### src/rtl/riscv_pkg.sv
// Shared pipeline-control types: interrupt FSM states,
// default flush-range limits and a flush-mask helper.
package riscv_pkg;

  typedef enum logic {
    IRQ_IDLE  = 1'b0,
    IRQ_DRAIN = 1'b1
  } irq_state_e;

  // Highest register index flushed by each cause
  localparam int unsigned REDIRECT_FLUSH_HI = 1;
  localparam int unsigned TRAP_FLUSH_HI     = 2;

  // Mask with bits 0..hi set
  function automatic logic [31:0] flush_range(
    input int unsigned hi
  );
    return (32'd2 << hi) - 32'd1;
  endfunction

endpackage

### src/rtl/lo_scoreboard.sv
// Long-latency op scoreboard: per-register busy bits plus
// outstanding counter; reports decode hazard, full, empty.
// Ports: clk_i/rst_i, issue_*/done_* updates,
//   rs_i/rd_i/writes_rd_i/is_long_i decode query,
//   hazard_o, full_o, cnt_zero_o.
module lo_scoreboard import riscv_pkg::*; #(
  parameter int NRS    = 2,
  parameter int MAXOUT = 4
) (
  input  logic                clk_i,
  input  logic                rst_i,
  input  logic                issue_i,
  input  logic [4:0]          issue_rd_i,
  input  logic                done_i,
  input  logic [4:0]          done_rd_i,
  input  logic [NRS-1:0][4:0] rs_i,
  input  logic [4:0]          rd_i,
  input  logic                writes_rd_i,
  input  logic                is_long_i,
  output logic                hazard_o,
  output logic                full_o,
  output logic                cnt_zero_o
);

  localparam int CW = $clog2(MAXOUT + 1);

  logic [31:0]   r_busy;
  logic [CW-1:0] r_cnt;
  logic [31:0]   w_set;
  logic [31:0]   w_clr;
  logic          w_full;
  logic          w_raw;

  always_comb begin
    w_set = '0;
    w_clr = '0;
    if (issue_i && issue_rd_i != 5'd0)
      w_set[issue_rd_i] = 1'b1;
    if (done_i)
      w_clr[done_rd_i] = 1'b1;
  end

  // Set after clear: same-rd issue+done keeps the bit busy
  always_ff @(posedge clk_i) begin
    if (rst_i) begin
      r_busy <= '0;
      r_cnt  <= '0;
    end else begin
      r_busy <= (r_busy & ~w_clr) | w_set;
      if (issue_i && !done_i && r_cnt != CW'(MAXOUT))
        r_cnt <= r_cnt + 1'b1;
      else if (done_i && !issue_i && r_cnt != '0)
        r_cnt <= r_cnt - 1'b1;
    end
  end

  assign w_full     = ~rst_i & (r_cnt == CW'(MAXOUT));
  assign full_o     = w_full;
  assign cnt_zero_o = (r_cnt == '0);

  always_comb begin
    w_raw = 1'b0;
    for (int i = 0; i < NRS; i++)
      if (rs_i[i] != 5'd0 && r_busy[rs_i[i]])
        w_raw = 1'b1;
  end

  assign hazard_o = w_raw
                  | (writes_rd_i & r_busy[rd_i])
                  | (is_long_i & w_full);

endmodule

### src/rtl/hazard_ctrl.sv
// Pipeline hazard controller: EX operand forwarding, load-use
// and scoreboard stalls, flush/stall chaining, IRQ drain FSM.
// Ports: decode/execute operand info, forwarding bus, long-op
//   issue/done, redirect/trap, irq lines; stall_o/flush_o out.
module hazard_ctrl import riscv_pkg::*; #(
  parameter int NRS     = 2,
  parameter int NFWD    = 2,
  parameter int NSTG    = 4,
  parameter int EX_IDX  = REDIRECT_FLUSH_HI,
  parameter int MEM_IDX = TRAP_FLUSH_HI,
  parameter int NIRQ    = 3,
  parameter int MAXOUT  = 4,
  localparam int SW = $clog2(NFWD + 1),
  localparam int IW = (NIRQ > 1) ? $clog2(NIRQ) : 1
) (
  input  logic                  clk_i,
  input  logic                  rst_i,
  input  logic [NRS-1:0][4:0]   rs_d_i,
  input  logic [4:0]            rd_d_i,
  input  logic                  d_writes_rd_i,
  input  logic                  d_is_long_i,
  input  logic [NRS-1:0][4:0]   rs_e_i,
  input  logic [4:0]            rd_e_i,
  input  logic                  e_writes_rd_i,
  input  logic                  e_late_result_i,
  input  logic [NFWD-1:0][4:0]  fwd_rd_i,
  input  logic [NFWD-1:0]       fwd_we_i,
  input  logic [NFWD-1:0][31:0] fwd_data_i,
  output logic [NRS-1:0][SW-1:0] fwd_sel_o,
  output logic [NRS-1:0][31:0]  fwd_data_o,
  input  logic                  lo_issue_i,
  input  logic [4:0]            lo_issue_rd_i,
  input  logic                  lo_done_i,
  input  logic [4:0]            lo_done_rd_i,
  output logic                  lo_full_o,
  input  logic                  redirect_i,
  input  logic                  trap_i,
  input  logic [NSTG-1:0]       stall_req_i,
  input  logic [NIRQ-1:0]       irq_pending_i,
  input  logic                  irq_en_i,
  input  logic [NSTG-2:0]       pipe_valid_i,
  input  logic [31:0]           if_pc_i,
  output logic                  take_irq_o,
  output logic [IW-1:0]         irq_idx_o,
  output logic [31:0]           irq_pc_o,
  output logic [NSTG-1:0]       stall_o,
  output logic [NSTG-1:0]       flush_o
);

  irq_state_e      r_state;
  irq_state_e      w_state_nxt;
  logic            w_take;
  logic            w_irq_cond;
  logic            w_load_use;
  logic            w_sb_haz;
  logic            w_cnt_zero;
  logic [31:0]     w_fc32;
  logic [NSTG-1:0] w_fcause;
  logic [NSTG-1:0] w_cause;
  logic [NSTG-1:0] w_stall;
  logic [NSTG-1:0] w_flush;
  logic [NSTG-1:0] w_tmp;

  // Descending scan so the youngest matching stage wins
  always_comb begin
    for (int i = 0; i < NRS; i++) begin
      fwd_sel_o[i]  = '0;
      fwd_data_o[i] = '0;
      if (rs_e_i[i] != 5'd0) begin
        for (int k = NFWD - 1; k >= 0; k--) begin
          if (fwd_we_i[k] && fwd_rd_i[k] == rs_e_i[i]) begin
            fwd_sel_o[i]  = SW'(k + 1);
            fwd_data_o[i] = fwd_data_i[k];
          end
        end
      end
    end
  end

  always_comb begin
    w_load_use = 1'b0;
    if (e_late_result_i && e_writes_rd_i && rd_e_i != 5'd0)
      for (int i = 0; i < NRS; i++)
        if (rs_d_i[i] == rd_e_i)
          w_load_use = 1'b1;
  end

  lo_scoreboard #(
    .NRS    (NRS),
    .MAXOUT (MAXOUT)
  ) u_sb (
    .clk_i       (clk_i),
    .rst_i       (rst_i),
    .issue_i     (lo_issue_i),
    .issue_rd_i  (lo_issue_rd_i),
    .done_i      (lo_done_i),
    .done_rd_i   (lo_done_rd_i),
    .rs_i        (rs_d_i),
    .rd_i        (rd_d_i),
    .writes_rd_i (d_writes_rd_i),
    .is_long_i   (d_is_long_i),
    .hazard_o    (w_sb_haz),
    .full_o      (lo_full_o),
    .cnt_zero_o  (w_cnt_zero)
  );

  assign w_irq_cond = irq_en_i & (|irq_pending_i);

  always_comb begin
    irq_idx_o = '0;
    for (int j = NIRQ - 1; j >= 0; j--)
      if (irq_pending_i[j])
        irq_idx_o = IW'(j);
  end

  assign irq_pc_o = if_pc_i;

  always_ff @(posedge clk_i) begin
    if (rst_i) r_state <= IRQ_IDLE;
    else       r_state <= w_state_nxt;
  end

  always_comb begin
    w_state_nxt = r_state;
    w_take      = 1'b0;
    unique case (r_state)
      IRQ_IDLE: begin
        if (w_irq_cond) w_state_nxt = IRQ_DRAIN;
      end
      IRQ_DRAIN: begin
        if (!w_irq_cond || trap_i) begin
          w_state_nxt = IRQ_IDLE;
        end else if (pipe_valid_i == '0 && w_cnt_zero) begin
          w_take      = 1'b1;
          w_state_nxt = IRQ_IDLE;
        end
      end
      default: w_state_nxt = IRQ_IDLE;
    endcase
  end

  // Reset in DRAIN must not leak a pulse before the edge
  assign take_irq_o = w_take & ~rst_i;

  always_comb begin
    w_fc32 = '0;
    if (redirect_i) w_fc32 = w_fc32 | flush_range(EX_IDX);
    if (trap_i)     w_fc32 = w_fc32 | flush_range(MEM_IDX);
    if (take_irq_o) w_fc32 = '1;
    w_fcause = w_fc32[NSTG-1:0];

    w_cause    = stall_req_i;
    w_cause[0] = w_cause[0] | w_load_use | w_sb_haz
               | (r_state == IRQ_DRAIN);
    w_cause    = w_cause & ~w_fcause;

    // A register stalls if it or any older one stalls
    for (int k = 0; k < NSTG; k++) begin
      w_tmp      = w_cause >> k;
      w_stall[k] = |w_tmp;
    end

    // Bubble into a register whose upstream neighbour holds
    w_flush[0] = w_fcause[0];
    for (int k = 1; k < NSTG; k++)
      w_flush[k] = w_fcause[k] | (w_stall[k-1] & ~w_stall[k]);
  end

  assign stall_o = rst_i ? '0 : w_stall;
  assign flush_o = rst_i ? '1 : w_flush;

endmodule

### config.mk
export PLATFORM = sky130hd
export DESIGN_NAME = hazard_ctrl
export DESIGN_NICKNAME = d
export VERILOG_FILES = /design/src/rtl/riscv_pkg.sv /design/src/rtl/lo_scoreboard.sv /design/src/rtl/hazard_ctrl.sv
export SDC_FILE = /design/constraint.sdc
export NUM_CORES = 1
export LEC_CHECK = 0
export CORE_AREA = 2 2 109 111
export CTS_BUF_LIST = sky130_fd_sc_hd__clkbuf_2
export CTS_CLUSTER_SIZE = 12
export DETAILED_ROUTE_END_ITERATION = 16
export DIE_AREA = 0 0 111 113
export PLACE_DENSITY_LB_ADDON = 0.12
export SYNTH_ARGS = -nofsm -noshare
export SYNTH_HDL_FRONTEND = slang
export SYNTH_SLANG_ARGS = --single-unit
### constraint.sdc
create_clock -name clk_i -period 3.42 [get_ports clk_i]
set_clock_uncertainty 0.2 [all_clocks]
set_input_delay 0.684 -clock clk_i [delete_from_list [all_inputs] [get_ports clk_i]]
set_output_delay 0.684 -clock clk_i [all_outputs]
set_load 0.01 [all_outputs]
* After elaboration in Yosys (flattened, before gate mapping)
Cells that the tools add are included.
** Word-level totals
- Flip-flop bits (word level) :: 36
- Bits in latches :: 0
- Memory bits (writable) :: 0
- Memory bits (read-only) :: 0
- Logic and storage cells :: 126
- Memories kept :: 0
** Cells by class
- $add $sub $neg :: 2
- Multipliers :: 0
- Div/mod/pow operators :: 0
- Magnitude comparators :: 7
- Eq/ne operators :: 8
- Shift operators :: 0
- Multiplexer cells :: 46
- Bitwise gates (word level) :: 26
- Reductions and logical operators :: 34
** Operators with widths (count)
- 32-bit two-way mux :: 8
- 32-bit AND :: 1
- 32-bit NOT :: 1
- 32-bit OR :: 1
- 5-bit == test :: 6
- 5-bit by 6-bit < comparator with 1-bit output, second input constant :: 5
- 5-bit nonzero test :: 6
- 2-bit two-way mux :: 10
- 1-bit logical AND :: 16
- 1-bit two-way mux :: 16
- 1-bit binary-select mux with 5-bit select :: 3
- 4-bit two-way mux :: 3
- 1-bit demux with 5-bit select :: 2
- 5-bit by 1-bit greater-or-equal comparator with 1-bit output, second input constant :: 2
- 3-bit two-way mux :: 3
- 1-bit AND :: 8
- 1-bit OR :: 8
- 3-bit logical NOT :: 2
- 3-bit OR reduction :: 2
- 1-bit NOT :: 5
- 4-bit AND :: 1
- 4-bit NOT :: 1
- 4-bit OR reduction :: 1
- 3-bit by 1-bit adder with 3-bit output, second input constant :: 1
- other kinds (9) :: 11

* Logic depth before layout (Yosys ltp)
Gate-level depths: netlist of run 1.
- Depth in word-level cells :: 15
- Gate-level depth with buffers :: 9
- Mapped depth without buffers :: 9

* Modules after synthesis
Synthesis of run 1 repeated with hierarchy kept, for this count alone.
** Unflattened totals
- Cells, all modules :: 474
- Area total of the unflattened synthesis :: 3946.3 um^2
** By module, submodules not included
- lo_scoreboard :: times used 1, cells an instance 253, area an instance 2278.4 um^2
- hazard_ctrl :: times used 1, cells an instance 221, area an instance 1667.8 um^2

* Least setup slack after synthesis of run 1
Ideal clock, no wire load.
- Path type :: input port to output port
- Start point :: in rd_d_i[0]
- End point :: out flush_o[1]
- Arrival time :: 2.310 ns
- Required time :: 2.536 ns
- Path slack :: 0.226 ns
- Cell stages on the path :: 6
- Buffers on the path :: 1
- Cell sequence :: buf_6 > mux4_1 > mux2_2 > mux4_2 > a21boi_1 > a22oi_1
** Between the ends
- Cells in the longest elaborated chain, start to end :: 12
** Ends and longest elaborated chain
- from (decl) :: line hazard_ctrl.sv:19 : input logic [4:0] rd_d_i,
- 1-bit binary-select mux with 5-bit select :: line lo_scoreboard.sv:69 : | (writes_rd_i & r_busy[rd_i])
- 1-bit two-way mux (implied by the code) :: line lo_scoreboard.sv:69
- 1-bit AND :: line lo_scoreboard.sv:69
- 1-bit OR :: line lo_scoreboard.sv:69
- 1-bit OR :: line lo_scoreboard.sv:70 : | (is_long_i & w_full);
- 1-bit OR :: line hazard_ctrl.sv:153 : w_cause[0] = w_cause[0] | w_load_use | w_sb_haz
- 1-bit OR :: line hazard_ctrl.sv:154 : | (r_state == IRQ_DRAIN);
- 4-bit AND :: line hazard_ctrl.sv:155 : w_cause = w_cause & ~w_fcause;
- 4-bit OR reduction :: line hazard_ctrl.sv:160 : w_stall[k] = |w_tmp;
- 1-bit AND :: line hazard_ctrl.sv:166 : w_flush[k] = w_fcause[k] | (w_stall[k-1] & ~w_stall[k]);
- 1-bit OR :: line hazard_ctrl.sv:166
- 4-bit two-way mux :: line hazard_ctrl.sv:170 : assign flush_o = rst_i ? '1 : w_flush;
- to (decl) :: line hazard_ctrl.sv:47 : output logic [NSTG-1:0] flush_o
No other way between the ends. The select of a mux whose other input is x is not followed.

* Worst setup path in the final report of run 1
- Start point :: in irq_pending_i[0]
- End point :: out stall_o[3]
** Between the ends
- Cells in the longest elaborated chain, start to end :: 11
** Ends and longest elaborated chain
- from (decl) :: line hazard_ctrl.sv:39 : input logic [NIRQ-1:0] irq_pending_i,
- 3-bit OR reduction :: line hazard_ctrl.sv:107 : assign w_irq_cond = irq_en_i & (|irq_pending_i);
- 1-bit AND :: line hazard_ctrl.sv:107
- 1-bit logical NOT :: line hazard_ctrl.sv:131 : if (!w_irq_cond || trap_i) begin
- 1-bit logical OR :: line hazard_ctrl.sv:131
- 1-bit two-way mux :: line hazard_ctrl.sv:131
- 1-bit two-way mux :: line hazard_ctrl.sv:126 : unique case (r_state)
- 1-bit AND :: line hazard_ctrl.sv:143 : assign take_irq_o = w_take & ~rst_i;
- 4-bit two-way mux :: line hazard_ctrl.sv:149 : if (take_irq_o) w_fc32 = '1;
- 4-bit NOT :: line hazard_ctrl.sv:155
- 4-bit AND :: line hazard_ctrl.sv:155
- 4-bit two-way mux :: line hazard_ctrl.sv:169 : assign stall_o = rst_i ? '0 : w_stall;
- to (decl) :: line hazard_ctrl.sv:46 : output logic [NSTG-1:0] stall_o,
No other way between the ends.

==> flow_metrics.py, run 1 <==
metrics = {
    "yosys": {
        "synth.distinct_cells": 52,
        "ys.warnings.count": 0,
        "synth_nets": 612,
        "synth_fa_ha_area_frac": 0.005303,
        "synthMuxAreaShare": 0.1843,
        "seq_area_frac_synth": 0.1909,
        "avgSynthCellArea_um2": 8.540,
        "synth_edf_count": 0,
        "synthSimpleGateAreaFrac": 0.1601,
        "syn_area_mm2": 0.003775,
        "synth.most_common_cell": "a22o_1",
        "synth_area_leader_cell": "dfxtp_1",
        "yosys_most_used_dff": "dfxtp_1",
        "ys_ff_latch": 36,
        "synth_top_family_by_area": "compound AO/OA/AOI/OAI gates",
        "syn_inst": 442,
        "synth_xor_xnor_area_share": 0.07425,
        "synth_compound_area_frac": 0.2824,
        "yosys-top-cells-area": "dfxtp_1, a22o_1, mux4_2, buf_4, mux4_1",
        "async_flop_share": 0,
        "synth_top_area_share": 0.1909,
        "synth_common_cells": "a22o_1, nand2_1, a21oi_1",
    },
    "die": {
        "die_h_um": 113,
        "ioPinCount": 281,
        "rows": 39,
        "start_util": 0.3349,
        "core-area_mm2": 0.01127,
        "die-width_um": 111,
        "fp.dieArea_mm2": 0.01254,
    },
    "power_and_ir_drop": {
        "leakagePower_uw": 0.002794,
        "powerDensity_mw_per_mm2": 190.5,
        "ir_drop_v": 0.0002070,
    },
    "sta": {
        "worstMarginPinSlew_ns": 0.7030,
        "fin_ws_ns": -0.02117,
        "period_needed_ns": 3.441,
        "setup-violations-final": 1,
        "clock.fmax_mhz": 290.6,
        "timing.hold.ws_ns": 0.2918,
        "max_slew_margin": 0.5296,
        "hold_viol": 0,
        "drv_slew": 0,
        "rsz0062_at_grt": "yes",
        "post-route-period-util": 1.006,
    },
    "clock_tree": {
        "clk_pin_slew_ns": 0.19,
        "cts_tree": "yes",
        "clkLatencyLatePin_ns": 0.37,
        "cts-htree-levels": 2,
        "cts-hold-fix-buffers": 0,
        "clkSinkCount": 36,
        "max-clock-path-buffers": 2,
        "cts_buffers": 5,
        "root_buffer": "clkbuf_2",
    },
    "run_status": {
        "status": "finished, violations left",
        "violations": "negative setup slack",
    },
    "run": {
        "drv_cap": 0,
    },
    "route": {
        "routed_wl_mm": 19.07,
        "num_vias": 4818,
        "wl_met3_mm": 1.566,
        "ant_nets": 0,
        "top_layer": "met5",
        "routedWlPerCell_um": 22.56,
        "wl_met1_mm": 7.430,
        "first_iter_violations": 298,
        "drt_first_pass_iters": 5,
        "post-route-drc-count": 0,
        "avgViaCountPerCell": 5.702,
        "wl_met2_mm": 9.542,
    },
    "critical_path": {
        "start_kind": "primary input",
        "arrival_ns": 2.56,
        "worstPathMaxFanout": 5,
        "end_kind": "output pin",
        "critPathKind": "primary input to output pin",
        "required_ns": 2.54,
        "rrSetupSlack_ns": 0.09,
    },
    "global_routing": {
        "grt_antenna_before_repair": 2,
        "grt_pass1_wl_mm": 28.32,
        "grt_max_degree": 38,
        "grt_overflow_total": 0,
        "first_global_vias": 4854,
        "grt_util_all_layers": 0.2895,
    },
    "finish": {
        "nFillCells": 1086,
        "fin_cells": 845,
        "nets": 870,
        "area_growth_pct": 73.09,
        "drive_gt1_frac": 0.3524,
    },
    "hold_path": {
        "hold_class": "flip-flop to flip-flop",
    },
    "place": {
        "portBuffers": 216,
        "hpwl_mm": 15.00,
        "gp_congestion": 1.016,
        "place_inst": 803,
    },
}
==> sequential cells by signal, summed over array words and instances, names as in the netlist <==
name,flops
r_state,1
u_sb.r_busy,32
u_sb.r_cnt,3
==> per-layer routing <==
layer / up-vias / GRT usage
li1: 2174 / -
met1: 2338 / 0.3452
met2: 258 / 0.5067
met3: 46 / 0.07766
met4: 2 / 0.09833
met5: - / 0
==> report_power, final <==
group / switching [uW] / total [uW] / internal, uW
combinational: 229 / 533 / 303
clock: 145 / 267 / 122
sequential: 14.6 / 445 / 430
==> stage by stage <==
step,setup slack (ns),cell area (um2),TNS (ns),util,total power (uW)
final,-0.02117,6534,-0.02117,0.5796,1245
after global routing,-0.04970,6534,-0.1881,0.5796,1306
after CTS,0.0004396,6444,0,0.5717,1233
after detailed placement,-0.8930,6266,-35.04,0.5559,955.3
after global placement,-0.8697,6266,-35.95,0.5559,945.8
after floorplan,0.2255,3775,0,-,665.2
==> final timing paths <==
path | to | cells after the start | start
worst max register to register | r_state$_SDFF_PP0_ | 21 | u_sb.r_cnt[2]$_SDFFE_PP0P_
worst max-delay path | stall_o[3] | 9 | irq_pending_i[0]
worst min register to register | r_state$_SDFF_PP0_ | 1 | r_state$_SDFF_PP0_
worst min-delay path | r_state$_SDFF_PP0_ | 1 | r_state$_SDFF_PP0_
==> area by class of cell <==
| class | instances | area (um2) | area share |
|---|---|---|---|
| timing repair buffer | 313 | 2740 | 0.4194 |
| sequential | 36 | 720.7 | 0.1103 |
| antenna | 1 | 2.502 | 0.0003830 |
| clock buffer | 5 | 25.02 | 0.003830 |
| multi-input combinational | 338 | 2801 | 0.4288 |
| tap | 143 | 178.9 | 0.02738 |
| clock inverter | 3 | 42.54 | 0.006511 |
| inverter | 6 | 22.52 | 0.003447 |
==> timing repair <==
action,in CTS,in global routing
endpoints found under the setup margin,77,71
resized for setup,264,99
pin swaps,23,21
setup buffers,19,10
cloned,3,2
==> kinds of logic (layout without fill, tap and decap cells) <==
kind of cell / after synthesis / in the layout
other cells: 0 / 1
flops: 36 / 36
simple gates: 115 / 115
mux: 37 / 37
xor+xnor: 32 / 32
buf+inv: 68 / 327
fa+ha+maj: 1 / 1
compound gates: 153 / 153
==> layout by cell type (no fill, tap or decap), types with 6 or more instances in the layout <==
master | netlist | routed
nor2_1 | 20 | 15
buf_12 | 0 | 6
nand3b_1 | 6 | 6
clkdlybuf4s50_1 | 0 | 110
dlygate4sd2_1 | 0 | 20
a21oi_1 | 39 | 36
mux4_2 | 15 | 23
clkbuf_2 | 0 | 39
nand3_1 | 7 | 7
mux2i_1 | 8 | 8
dfxtp_1 | 36 | 36
buf_2 | 4 | 32
o21ai_0 | 33 | 33
nand2_1 | 43 | 42
dlymetal6s2s_1 | 0 | 8
xnor2_1 | 24 | 24
a22o_1 | 64 | 60
buf_6 | 1 | 11
xor2_1 | 8 | 7
buf_4 | 32 | 82
==> critical path, cell delays in order <==
cell and delay (ns):
clkdlybuf4s50_1 0.51, o311ai_2 0.12, buf_4 0.16, nor4b_2 0.28, buf_4 0.19, buf_4 0.11
nor2_2 0.04, and2_1 0.17, dlygate4sd2_1 0.29
Note: power is estimated with default switching activity, not from simulation.
==> run 2: changes to the inputs <==
--- a/config.mk
+++ b/config.mk
@@ -11,6 +11,7 @@
 export DETAILED_ROUTE_END_ITERATION = 16
 export DIE_AREA = 0 0 111 113
 export PLACE_DENSITY_LB_ADDON = 0.12
+export REMOVE_ABC_BUFFERS = 1
 export SYNTH_ARGS = -nofsm -noshare
 export SYNTH_HDL_FRONTEND = slang
 export SYNTH_SLANG_ARGS = --single-unit
==> run 2 against run 1 <==
Compared with the run above: largest power group unchanged; worst setup slack improved by 0.029 ns; register-to-register slack better by 1.4 ns; the run now ends clean; first-iteration DRC count grew 23%; sequential cell count unchanged; highest routed layer unchanged; maximum frequency increased by 0.84%; sequential share of layout area up 0.14 points; die area unchanged; wire length increased by 4.7%; clock power increased by 5%; count of clock-buffer cells in the layout unchanged.
==> flow_metrics.py, run 2 (same netlist as run 1, synthesis figures left out) <==
metrics = {
    "place": {
        "portBuffers": 216,
        "hpwl_mm": 14.72,
        "placed_area_mm2": 0.006319,
        "place_inst": 804,
        "gp_congestion": 0.9054,
    },
    "die": {
        "die_h_um": 113,
        "fp.dieArea_mm2": 0.01254,
        "ioPinCount": 281,
        "rows": 39,
        "start_util": 0.3349,
        "die-width_um": 111,
        "core-area_mm2": 0.01127,
    },
    "critical_path": {
        "end_kind": "output pin",
        "path_cells": "clkdlybuf4s15_2 > mux4_2 > mux2_4 > mux4_2 > a21oi_2 > a21oi_2 > buf_2",
        "slowest_stage": "mux4_2",
        "crit_buf_inv": 2,
        "critPathKind": "primary input to output pin",
        "start_kind": "primary input",
        "rrSetupSlack_ns": 1.46,
        "r2r-start": "u_sb.r_cnt[0]$_SDFFE_PP0P_",
        "crit_start": "rd_d_i[1]",
        "r2r_cells": 9,
        "cp_slowest_stage_delay_ns": 0.52,
        "timing.rr.end": "u_sb.r_cnt[2]$_SDFFE_PP0P_",
        "worstPathMaxFanout": 8,
        "arrival_ns": 2.53,
        "path_delay_family": "multiplexers",
        "required_ns": 2.54,
    },
    "finish": {
        "drive_gt1_frac": 0.3425,
        "largest_register_ffs": 32,
        "final-seq-area_um2": 723.2,
        "area_growth_pct": 71.53,
        "final_common_cell": "clkdlybuf4s50_1",
        "regMostFlops": "u_sb.r_busy",
        "n_antenna_cell": 0,
        "top_regs": "u_sb.r_busy x32, u_sb.r_cnt x3, r_state x1",
        "nets": 861,
        "final_cell_mix": "clkdlybuf4s50_1, a22o_1, buf_4",
        "nFillCells": 1073,
        "stdcell_area_mm2": 0.006475,
        "multi_input_area_mm2": 0.002803,
        "fin_cells": 835,
    },
    "sta": {
        "setup-violations-final": 0,
        "drv_slew": 0,
        "clock.fmax_mhz": 293.0,
        "worstMarginPinSlew_ns": 0.7927,
        "fin_setup_tns_ns": 0,
        "hold_viol": 0,
        "max_slew_margin": 0.4696,
        "post-route-period-util": 0.9978,
        "period_needed_ns": 3.413,
        "rsz0062_at_grt": "yes",
    },
    "route": {
        "num_vias": 4881,
        "first_iter_violations": 367,
        "drt_first_pass_iters": 5,
        "avgViaCountPerCell": 5.846,
        "post-route-drc-count": 0,
        "routed_wl_mm": 19.96,
        "routedWlPerCell_um": 23.90,
        "ant_nets": 0,
    },
    "global_routing": {
        "grt_overflow_total": 0,
        "grt_antenna_before_repair": 0,
        "grt_util_all_layers": 0.3062,
        "first_global_vias": 4853,
        "grt_max_degree": 38,
        "grt_pass1_wl_mm": 29.97,
    },
    "clock_tree": {
        "cts_buffers": 5,
        "cts-htree-levels": 2,
        "clkLatencyLatePin_ns": 0.41,
        "clk_pin_slew_ns": 0.20,
        "cts_tree": "yes",
        "max-clock-path-buffers": 2,
        "cts-hold-fix-buffers": 0,
        "root_buffer": "clkbuf_2",
        "clkSinkCount": 36,
    },
    "power_and_ir_drop": {
        "leakagePower_uw": 0.002712,
        "powerDensity_mw_per_mm2": 193.2,
        "ir_drop_v": 0.0002470,
    },
    "run": {
        "drv_cap": 0,
    },
    "hold_path": {
        "hold_class": "flip-flop to flip-flop",
        "holdPathEnd": "r_state$_SDFF_PP0_",
        "min-delay-start": "r_state$_SDFF_PP0_",
        "hold_depth": 1,
    },
    "run_status": {
        "status": "finished, final reports clean",
    },
}
run 2: cell types whose count changed in the layout (fill, tap and decap cells not counted), sizes merged:
cell / before / now
clkdlybuf4s15: 5 / 11
and4: 2 / 5
buf: 134 / 147
dlymetal6s2s: 8 / 1
bufbuf: 0 / 3
clkbuf: 41 / 17
diode: 1 / 0
clkdlybuf4s50: 110 / 114
dlygate4sd2: 20 / 13
run 2: how the worst max path moves through the flow:
stage | to | slack (ns) | cells after the start
after floorplan | fwd_data_o[32] | -0.18 | 5
after global placement | stall_o[0] | -0.90 | 8
after detailed placement | stall_o[0] | -0.91 | 8
after CTS | fwd_data_o[40] | 0.000004 | 10
after global routing | flush_o[1] | -0.06 | 9
final | stall_o[0] | 0.007 | 7
run 2: routing by layer:
layer	GRT usage	wire length [um]
met1	0.3734	7712
met2	0.5100	9608
met4	0.09917	533
met3	0.1034	2069
met5	0.01961	31
run 2: worst register-to-register path, stage by stage, from the launching register on:
cell     delay (ns)
dfxtp_1        0.48
nor2_1         0.12
nand2_1        0.08
nand2_1        0.07
fa_1           0.47
nor2_1         0.14
a32oi_1        0.11
nor2_1         0.11
a21oi_1        0.04
nor2_1         0.08
run 2: what timing repair did:
item                                    in CTS  in global routing
cloned                                       7                  2
pin swaps                                   20                 14
endpoints found under the hold margin        0                  0
endpoints found under the setup margin      77                 55
buffers inserted                            18                  1
resized for setup                          359                 51
run 2: power by group:
| part | total, uW | internal [uW] | switching, uW |
|---|---|---|---|
| Combinational | 526 | 297 | 229 |
| Clock | 281 | 122 | 159 |
| Sequential | 444 | 431 | 13.7 |
run 2: layout make-up:
class,count,share of cell area
Inverter,6,0.003478
Clock buffer,5,0.003865
Clock inverter,3,0.006570
Tap cell,143,0.02763
Timing Repair Buffer,301,0.4139
Sequential cell,36,0.1117
Multi-Input combinational cell,341,0.4329
run 2: through the flow:
step | utilization | hold slack, ns | power (uW) | setup slack (ns)
finish | 0.5744 | 0.2746 | 1251 | 0.007374
global route | 0.5744 | 0.3184 | 1302 | -0.06061
CTS | 0.5681 | 0.2711 | 1233 | 0.000003997
detailed placement | 0.5606 | 0.2395 | 955.0 | -0.9144
floorplan | - | 0.2224 | 603.1 | -0.1752
global placement | 0.5606 | 0.2363 | 945.3 | -0.8968
